--- config.mk ---
export PLATFORM = sky130hd
export DESIGN_NAME = vga_frame_reader
export DESIGN_NICKNAME = d
export VERILOG_FILES = /design/src/rtl/vga_frame_reader.sv
export SDC_FILE = /design/constraint.sdc
export NUM_CORES = 1
export LEC_CHECK = 0
export BUFFER_PORTS_ARGS = -buffer_cell sky130_fd_sc_hd__buf_2
export CAP_MARGIN = 20
export CORE_MARGIN = 4
export CORE_UTILIZATION = 30
export CTS_CLUSTER_SIZE = 28
export DETAILED_ROUTE_END_ITERATION = 12
export SETUP_SLACK_MARGIN = 0.2
export SLEW_MARGIN = 10
export SYNTH_ARGS = -nofsm -noshare
export SYNTH_HDL_FRONTEND = slang
export SYNTH_SLANG_ARGS = --single-unit
--- constraint.sdc ---
create_clock -name clk -period 2.63 [get_ports clk]
set_input_delay 0.263 -clock clk [delete_from_list [all_inputs] [get_ports clk]]
set_output_delay 0.263 -clock clk [all_outputs]
set_load 0.05 [all_outputs]
--- src/rtl/vga_frame_reader.sv ---
// 640x480@60 VGA scan-out of a framebuffer stored as 192-bit words of six 32-bit ARGB pixels.
// Optional macro VGA_ALPHA_BLEND_EN blends image pixels against BG using the lane alpha.
module vga_frame_reader #(
  parameter int          V         = 192,
  parameter int          S         = 32,
  parameter int          AW        = 15,
  parameter int          BASE_ADDR = 0,
  parameter int          IMG_W     = 120,
  parameter int          IMG_H     = 120,
  parameter int          X0        = 0,
  parameter int          Y0        = 0,
  parameter logic [23:0] BG        = 24'h000000
) (
  input  logic          clk,
  input  logic          rst,
  output logic          rd_en,
  output logic [AW-1:0] rd_addr,
  input  logic [V-1:0]  rd_data,
  output logic [23:0]   rgb,
  output logic          h_sync,
  output logic          v_sync,
  output logic          vga_clk,
  output logic          vblank
);

  localparam logic [9:0]    H_LAST = 10'd799;
  localparam logic [9:0]    V_LAST = 10'd524;
  localparam logic [9:0]    X_LO   = 10'(X0);
  localparam logic [9:0]    Y_LO   = 10'(Y0);
  localparam logic [9:0]    W10    = 10'(IMG_W);
  localparam logic [9:0]    H10    = 10'(IMG_H);
  localparam logic [9:0]    W_LAST = 10'(IMG_W - 6);
  localparam logic [AW-1:0] BASE   = AW'(BASE_ADDR);
  localparam logic [AW-1:0] WPL    = AW'(IMG_W / 6);
`ifdef VGA_ALPHA_BLEND_EN
  localparam int PW = 32;
`else
  localparam int PW = 24;
`endif

  logic          pix_en;
  logic [9:0]    h_cnt, v_cnt;
  logic [2:0]    lane;
  logic [AW-1:0] row_ptr;
  logic [V-1:0]  cur_word, nxt_word;
  logic          rd_vld, armed;

  logic [9:0]    x_off, y_off, y_next, yn_off;
  logic          active, in_win, nxt_in_win, preload, fetch;
  logic [AW-1:0] row_nxt;
  logic [V-1:0]  sel_word;
  logic [PW-1:0] pix;
  logic [23:0]   win_rgb;

  function automatic logic [S-1:0] lane_of(input logic [V-1:0] word, input logic [2:0] k);
    case (k)
      3'd1:    lane_of = word[2*S-1:S];
      3'd2:    lane_of = word[3*S-1:2*S];
      3'd3:    lane_of = word[4*S-1:3*S];
      3'd4:    lane_of = word[5*S-1:4*S];
      3'd5:    lane_of = word[6*S-1:5*S];
      default: lane_of = word[S-1:0];
    endcase
  endfunction

  // Window decode and read-event detection from the current scan position.
  always_comb begin
    // Offsets wrap to large values left/above the window, so one unsigned compare bounds both sides.
    x_off      = h_cnt - X_LO;
    y_off      = v_cnt - Y_LO;
    y_next     = (v_cnt == V_LAST) ? 10'd0 : v_cnt + 10'd1;
    yn_off     = y_next - Y_LO;
    active     = (h_cnt < 10'd640) && (v_cnt < 10'd480);
    in_win     = (x_off < W10) && (y_off < H10);
    nxt_in_win = (yn_off < H10);
    preload    = (h_cnt == 10'd640) && nxt_in_win;
    fetch      = in_win && (lane == 3'd0) && armed && (x_off < W_LAST);
    row_nxt    = (nxt_in_win && (yn_off != 10'd0)) ? row_ptr + WPL : BASE;
    sel_word   = (lane == 3'd0) ? nxt_word : cur_word;
    pix        = PW'(lane_of(sel_word, lane));
  end

`ifdef VGA_ALPHA_BLEND_EN
  function automatic logic [7:0] blend(input logic [7:0] c, input logic [7:0] a, input logic [7:0] b);
    logic [15:0] sum;
    sum   = ({8'd0, c} * {8'd0, a}) + ({8'd0, b} * {8'd0, 8'd255 - a});
    blend = sum[15:8];
  endfunction

  assign win_rgb = {blend(pix[23:16], pix[31:24], BG[23:16]),
                    blend(pix[15:8],  pix[31:24], BG[15:8]),
                    blend(pix[7:0],   pix[31:24], BG[7:0])};
`else
  assign win_rgb = pix[23:0];
`endif

  // Timing counters, word buffering, read strobes and registered video outputs.
  always_ff @(posedge clk or negedge rst) begin
    if (!rst) begin
      pix_en   <= 1'b0;
      vga_clk  <= 1'b0;
      h_cnt    <= 10'd0;
      v_cnt    <= 10'd0;
      lane     <= 3'd0;
      row_ptr  <= BASE;
      cur_word <= '0;
      nxt_word <= '0;
      rd_vld   <= 1'b0;
      armed    <= 1'b0;
      rd_en    <= 1'b0;
      rd_addr  <= '0;
      rgb      <= 24'h000000;
      h_sync   <= 1'b1;
      v_sync   <= 1'b1;
      vblank   <= 1'b0;
    end else begin
      pix_en  <= ~pix_en;
      vga_clk <= ~pix_en;
      rd_en   <= 1'b0;
      rd_vld  <= rd_en;
      if (rd_vld) nxt_word <= rd_data;
      if (pix_en) begin
        h_cnt <= (h_cnt == H_LAST) ? 10'd0 : h_cnt + 10'd1;
        if (h_cnt == H_LAST) v_cnt <= (v_cnt == V_LAST) ? 10'd0 : v_cnt + 10'd1;
        rgb    <= in_win ? win_rgb : (active ? BG : 24'h000000);
        h_sync <= ~((h_cnt >= 10'd656) && (h_cnt <= 10'd751));
        v_sync <= ~((v_cnt >= 10'd490) && (v_cnt <= 10'd491));
        vblank <= (v_cnt >= 10'd480);
        if (in_win) lane <= (lane == 3'd5) ? 3'd0 : lane + 3'd1;
        if (in_win && (lane == 3'd0)) cur_word <= nxt_word;
        // A line only fetches in-line words if its first word was preloaded.
        if (h_cnt == 10'd640) begin
          armed   <= nxt_in_win;
          row_ptr <= row_nxt;
        end
        if (preload) begin
          rd_en   <= 1'b1;
          rd_addr <= row_nxt;
        end else if (fetch) begin
          rd_en   <= 1'b1;
          rd_addr <= rd_addr + AW'(1);
        end
      end
    end
  end

endmodule

# == After elaboration in Yosys (flattened, before gate mapping) ==
# Index checks and enable logic that the tools add are counted.
# totals
reg_bits,452
in_bits,194
word_cells,68
# op_classes
add_sub_neg,5
n_lt_le_gt_ge,9
n_eq_ne,8
n_mux,12
bitwise_logic,3
reduce_logical,16
# op_table
operator,n
$mux W184,1
$pmux W24 S5,1
$mux W15,3
$lt A10 B7 Y1 const B,4
$eq A10 B10 Y1 const B,3
$mux W24,1
$add A10 B1 Y10 const B,2
$ge A10 B9 Y1 const B,2
$mux W10,2
$add A15 B1 Y15 const B,1
$add A15 B5 Y15 const B,1
$ge A10 B10 Y1 const B,1
$le A10 B10 Y1 const B,1
$le A10 B9 Y1 const B,1
$reduce_and A2 Y1,5
$reduce_bool A10 Y1,1
$logic_and A1 B1 Y1,8
$eq A3 B2 Y1 const B,2
$eq A3 B3 Y1 const B,2
$add A3 B1 Y3 const B,1
$eq A3 B1 Y1 const B,1
$logic_not A3 Y1,1
$mux W1,3
$mux W3,1
other kinds (2),4

# == Depth between registers and ports, before layout ==
# logic_depth
depth_word,8
depth_mapped,12

# == Least setup slack after synthesis ==
# OpenSTA, ideal clock, no wires.
# synth_timing
path_type,register to register
startpoint,reg pix_en
endpoint,reg cur_word[107]
setup_ps,125
arrival_ps,2266
slack_ps,239
stages_incl_launch_ff,8
synth_period_minus_slack_ps,2391
path_cell_list,dfrtp_1 > nor4b_1 > nand4_1 > nor2_1 > clkbuf_1 > buf_2 > buf_2 > mux2_2
# synth_via
elab_chain_cells,1
# synth_rtl
element,line,rtl
"start, declared",41,logic pix_en;
"start signal, assigned",117,pix_en <= ~pix_en;
$reduce_and A2 Y1 (no line),-,
"end signal, assigned",130,if (in_win && (lane == 3'd0)) cur_word <= nxt_word;
"end, declared",45,"logic [V-1:0] cur_word, nxt_word;"
# No other way between the ends.
# A chain may end at the register's enable or synchronous reset.

# == Worst setup path in the final report ==
# layout_timing
startpoint,reg v_cnt[3]
endpoint,reg rd_addr[14]
# layout_via
elab_chain_cells,7
elab_cells_between_ends,16
cone_classes,1 x add/sub; 2 x order compare; 1 x eq/ne; 3 x mux; 9 x reduce/logical
# layout_rtl
element,line,rtl
"start, declared",42,"logic [9:0] h_cnt, v_cnt;"
"start signal, assigned",124,if (h_cnt == H_LAST) v_cnt <= (v_cnt == V_LAST) ? 10'd0 : v_cnt + 10'd1;
"parallel branches: the longest is 7 deep, another holds $add A10 B1 Y10",-,
"end signal, assigned",138,rd_addr <= row_nxt;
"end signal, assigned",141,rd_addr <= rd_addr + AW'(1);
"end, declared",17,"output logic [AW-1:0] rd_addr,"
# Several ways; the timed one is not identified.

==> metrics <==
status finished, final reports clean; TritonCTS clock tree built; Die Y-Extent 241 um; DRC Markers 0; area grow syn2layout 33.0%; Setup TNS 0 ns; Fillers 5,054; Static Leak 0.0107 uW; Post-Syn Area 16,300 um^2; total global-route track usage 14.7%; DRT Pass-1 Iters 5; CP startpoint kind register; Worst-Margin Slew 0.655 ns; Tcrit/Tclk final 90.6%; DRT iter0 DRCs 652; largest net degree at the start of global routing 100; highest metal used met5; pre-CTS setup slack 0.0838 ns; GRT overflow 0; fraction of the yosys area taken by sequential cells 57.2%; Antenna Nets Post-Route 0; maxcap violations 0; final hold violation count 0; vias in the first global route 12,000; # setup viols final 0; Post-synth EDFFs 0; top_reg_cell synth dfrtp_1; Post-Syn Instances 1,288; vias 11,800; Slew Limit Fails 0; unique cell type count in the Yosys netlist 58; Seq cells post-synth 372; most frequent cells in the layout dfrtp_1 (365), mux2_2 (288), buf_2 (188); die area 58,100 um^2; Post-Syn Area per Cell 12.6 um^2; initial antenna violation count 2; CTS Buf Count 45; site row count 85; Max VDD drop 0.478 mV; FMAX 420 MHz; first-pass GRT wire length 67,800 um; WHS 0.204 ns; crit path time final 2.38 ns; vias per cell 4.91; most common cell after layout, fill and taps aside dfrtp_1; Die W 241 um; Bufs on Longest Clock Path 3; GP Congestion 0.816; combinational power share 3.4%; yosys warns 0; kind of critical path register to register; switching part of the total 21.8%; IO buf count 189; ys async rst share 100%; Initial Util 30.3%; worst-skew pair later-pin latency 0.56 ns; share of cells above drive strength 1 40.2%; Pwr Density 571 nW/um^2; n_diodes 0; H-Tree Depth 2; Hold Crit Class input port to async pin; Net Count, Synth 1,489; setup ws final 0.247 ns; r2r worst-path depth 9; Core Area 53,800 um^2; Max-slew headroom 56.2%; RSZ-0062 raised after global routing true; Clock Pin Slew Worst Setup and Hold Paths 0.06 ns; Switch Pwr 2700 uW; metal1 wirelength 20,200 um; Clock Power Share 50.3%; met2 routed WL 20,500 um; clock tree root driver cell clkbuf_16; crit path max fanout 12; WL met3 2180 um; HPWL Detailed 28,700 um; sequential power share 46.3%; clock skew 0.0157 ns; Avg WL per Cell 18.2 um; final WL 43,700 um; WP data required 3.06 ns; Worst EP arrival 2.81 ns; Top Ports 238; Internal 9670 uW; Crit. End Element register; Clock Sinks 372; Nets 1,865
[flip-flops by register name (all words and copies together), names as in the netlist]
register and count:
h_cnt 10, h_sync 1, armed 1, nxt_word 144, cur_word 144, vblank 1
v_cnt 10, rd_vld 1, rd_addr 15, rd_en 1, v_sync 1, pix_en 1
row_ptr 15, lane 3, rgb 24
[critical path, stage by stage, from the launching register on]
cell       delay [ns]
dfrtp_2          0.45
buf_4            0.16
a211o_1          0.28
a21oi_2          0.15
o2111ai_2        0.14
a211o_1          0.36
nand3_1          0.11
buf_6            0.18
nor3_2           0.07
or3_1            0.36
[metal layers]
layer	global-route usage [%]	up-vias
met4	3.50	4
met3	2.99	65
li1	-	5428
met5	0	-
met1	20.7	5980
met2	23.4	285
[Yosys cell counts (all sizes together) (11+ instances only)]
cell	count	area share (%)
o21ai	54	1.7
a31oi	12	0.46
nand2	127	2.9
dfrtp	370	57
nand4	17	0.75
o2bb2ai	24	1.3
xnor2	15	0.81
buf	32	1.2
nor3	11	0.34
a21oi	45	1.4
clkbuf	49	1.1
mux2	288	20
nand3	20	0.61
inv	17	0.39
a22o	27	1.5
mux2i	25	1.5
a221oi	24	1.3
nor2	27	0.64
[stage by stage]
stage | util (%) | cell area [um^2] | instances | power, uW
2_1_floorplan | - | 16300 | 1288 | 5830
3_3_place_gp | 34.0 | 18300 | 2146 | 6090
3_5_place_dp | 34.0 | 18300 | 2146 | 6090
4_1_cts | 39.6 | 21300 | 2374 | 12600
5_1_grt | 40.3 | 21700 | 2395 | 12900
6_report | 40.3 | 21700 | 2395 | 12400
[area by class of cell]
cell class / instances / area [um^2] / area share, %
multi-input cells: 818 / 6730 / 31.1
clock buffers: 66 / 1370 / 6.30
repair inverters: 1 / 7.51 / 0.0347
clock inverters: 16 / 155 / 0.716
inverters: 17 / 67.6 / 0.312
repair buffers: 409 / 3140 / 14.5
flip-flops and latches: 372 / 9320 / 43.0
well taps: 696 / 871 / 4.02
[final timing paths]
path,to,slack [ns],startpoint
max in group asynchronous,nxt_word[110],1.56,rst
min,rd_addr[9],0.20,rst
min in group clk,nxt_word[182],0.46,rd_data[182]
min reg2reg,rd_vld,0.49,rd_en
max reg2reg,rd_addr[14],0.25,v_cnt[3]
max,rd_addr[14],0.25,v_cnt[3]
[power by group through the flow]
stage | clock network (uW) | registers (uW) | logic, uW
2_1_floorplan | 0 | 5830 | 1.81
3_3_place_gp | 0 | 5830 | 260
3_5_place_dp | 0 | 5830 | 263
4_1_cts | 6440 | 5720 | 432
5_1_grt | 6660 | 5720 | 473
6_report | 6220 | 5730 | 427
[cell families (layout without fill, tap and decap cells)]
group | Yosys count | in the layout | share of synthesized area (%)
DFF | 372 | 372 | 57.2
muxes | 313 | 313 | 21.4
and+or+nand+nor | 256 | 256 | 7.69
AOI/OAI and AO/OA | 219 | 219 | 9.16
buffers and inverters | 98 | 509 | 2.76
xor gates and xnor gates | 23 | 23 | 1.24
adders and majority gates | 7 | 7 | 0.538
[repair_timing]
item | in CTS | in global routing
resized for setup | 13 | 53
endpoints found under the hold margin | 189 | 0
endpoints found under the setup margin | 101 | 174
hold buffers | 145 | 0
setup buffers | 1 | 18
pin swaps | 3 | 14
gates cloned | 0 | 3
No activity file was read; power rests on OpenSTA's default activity.
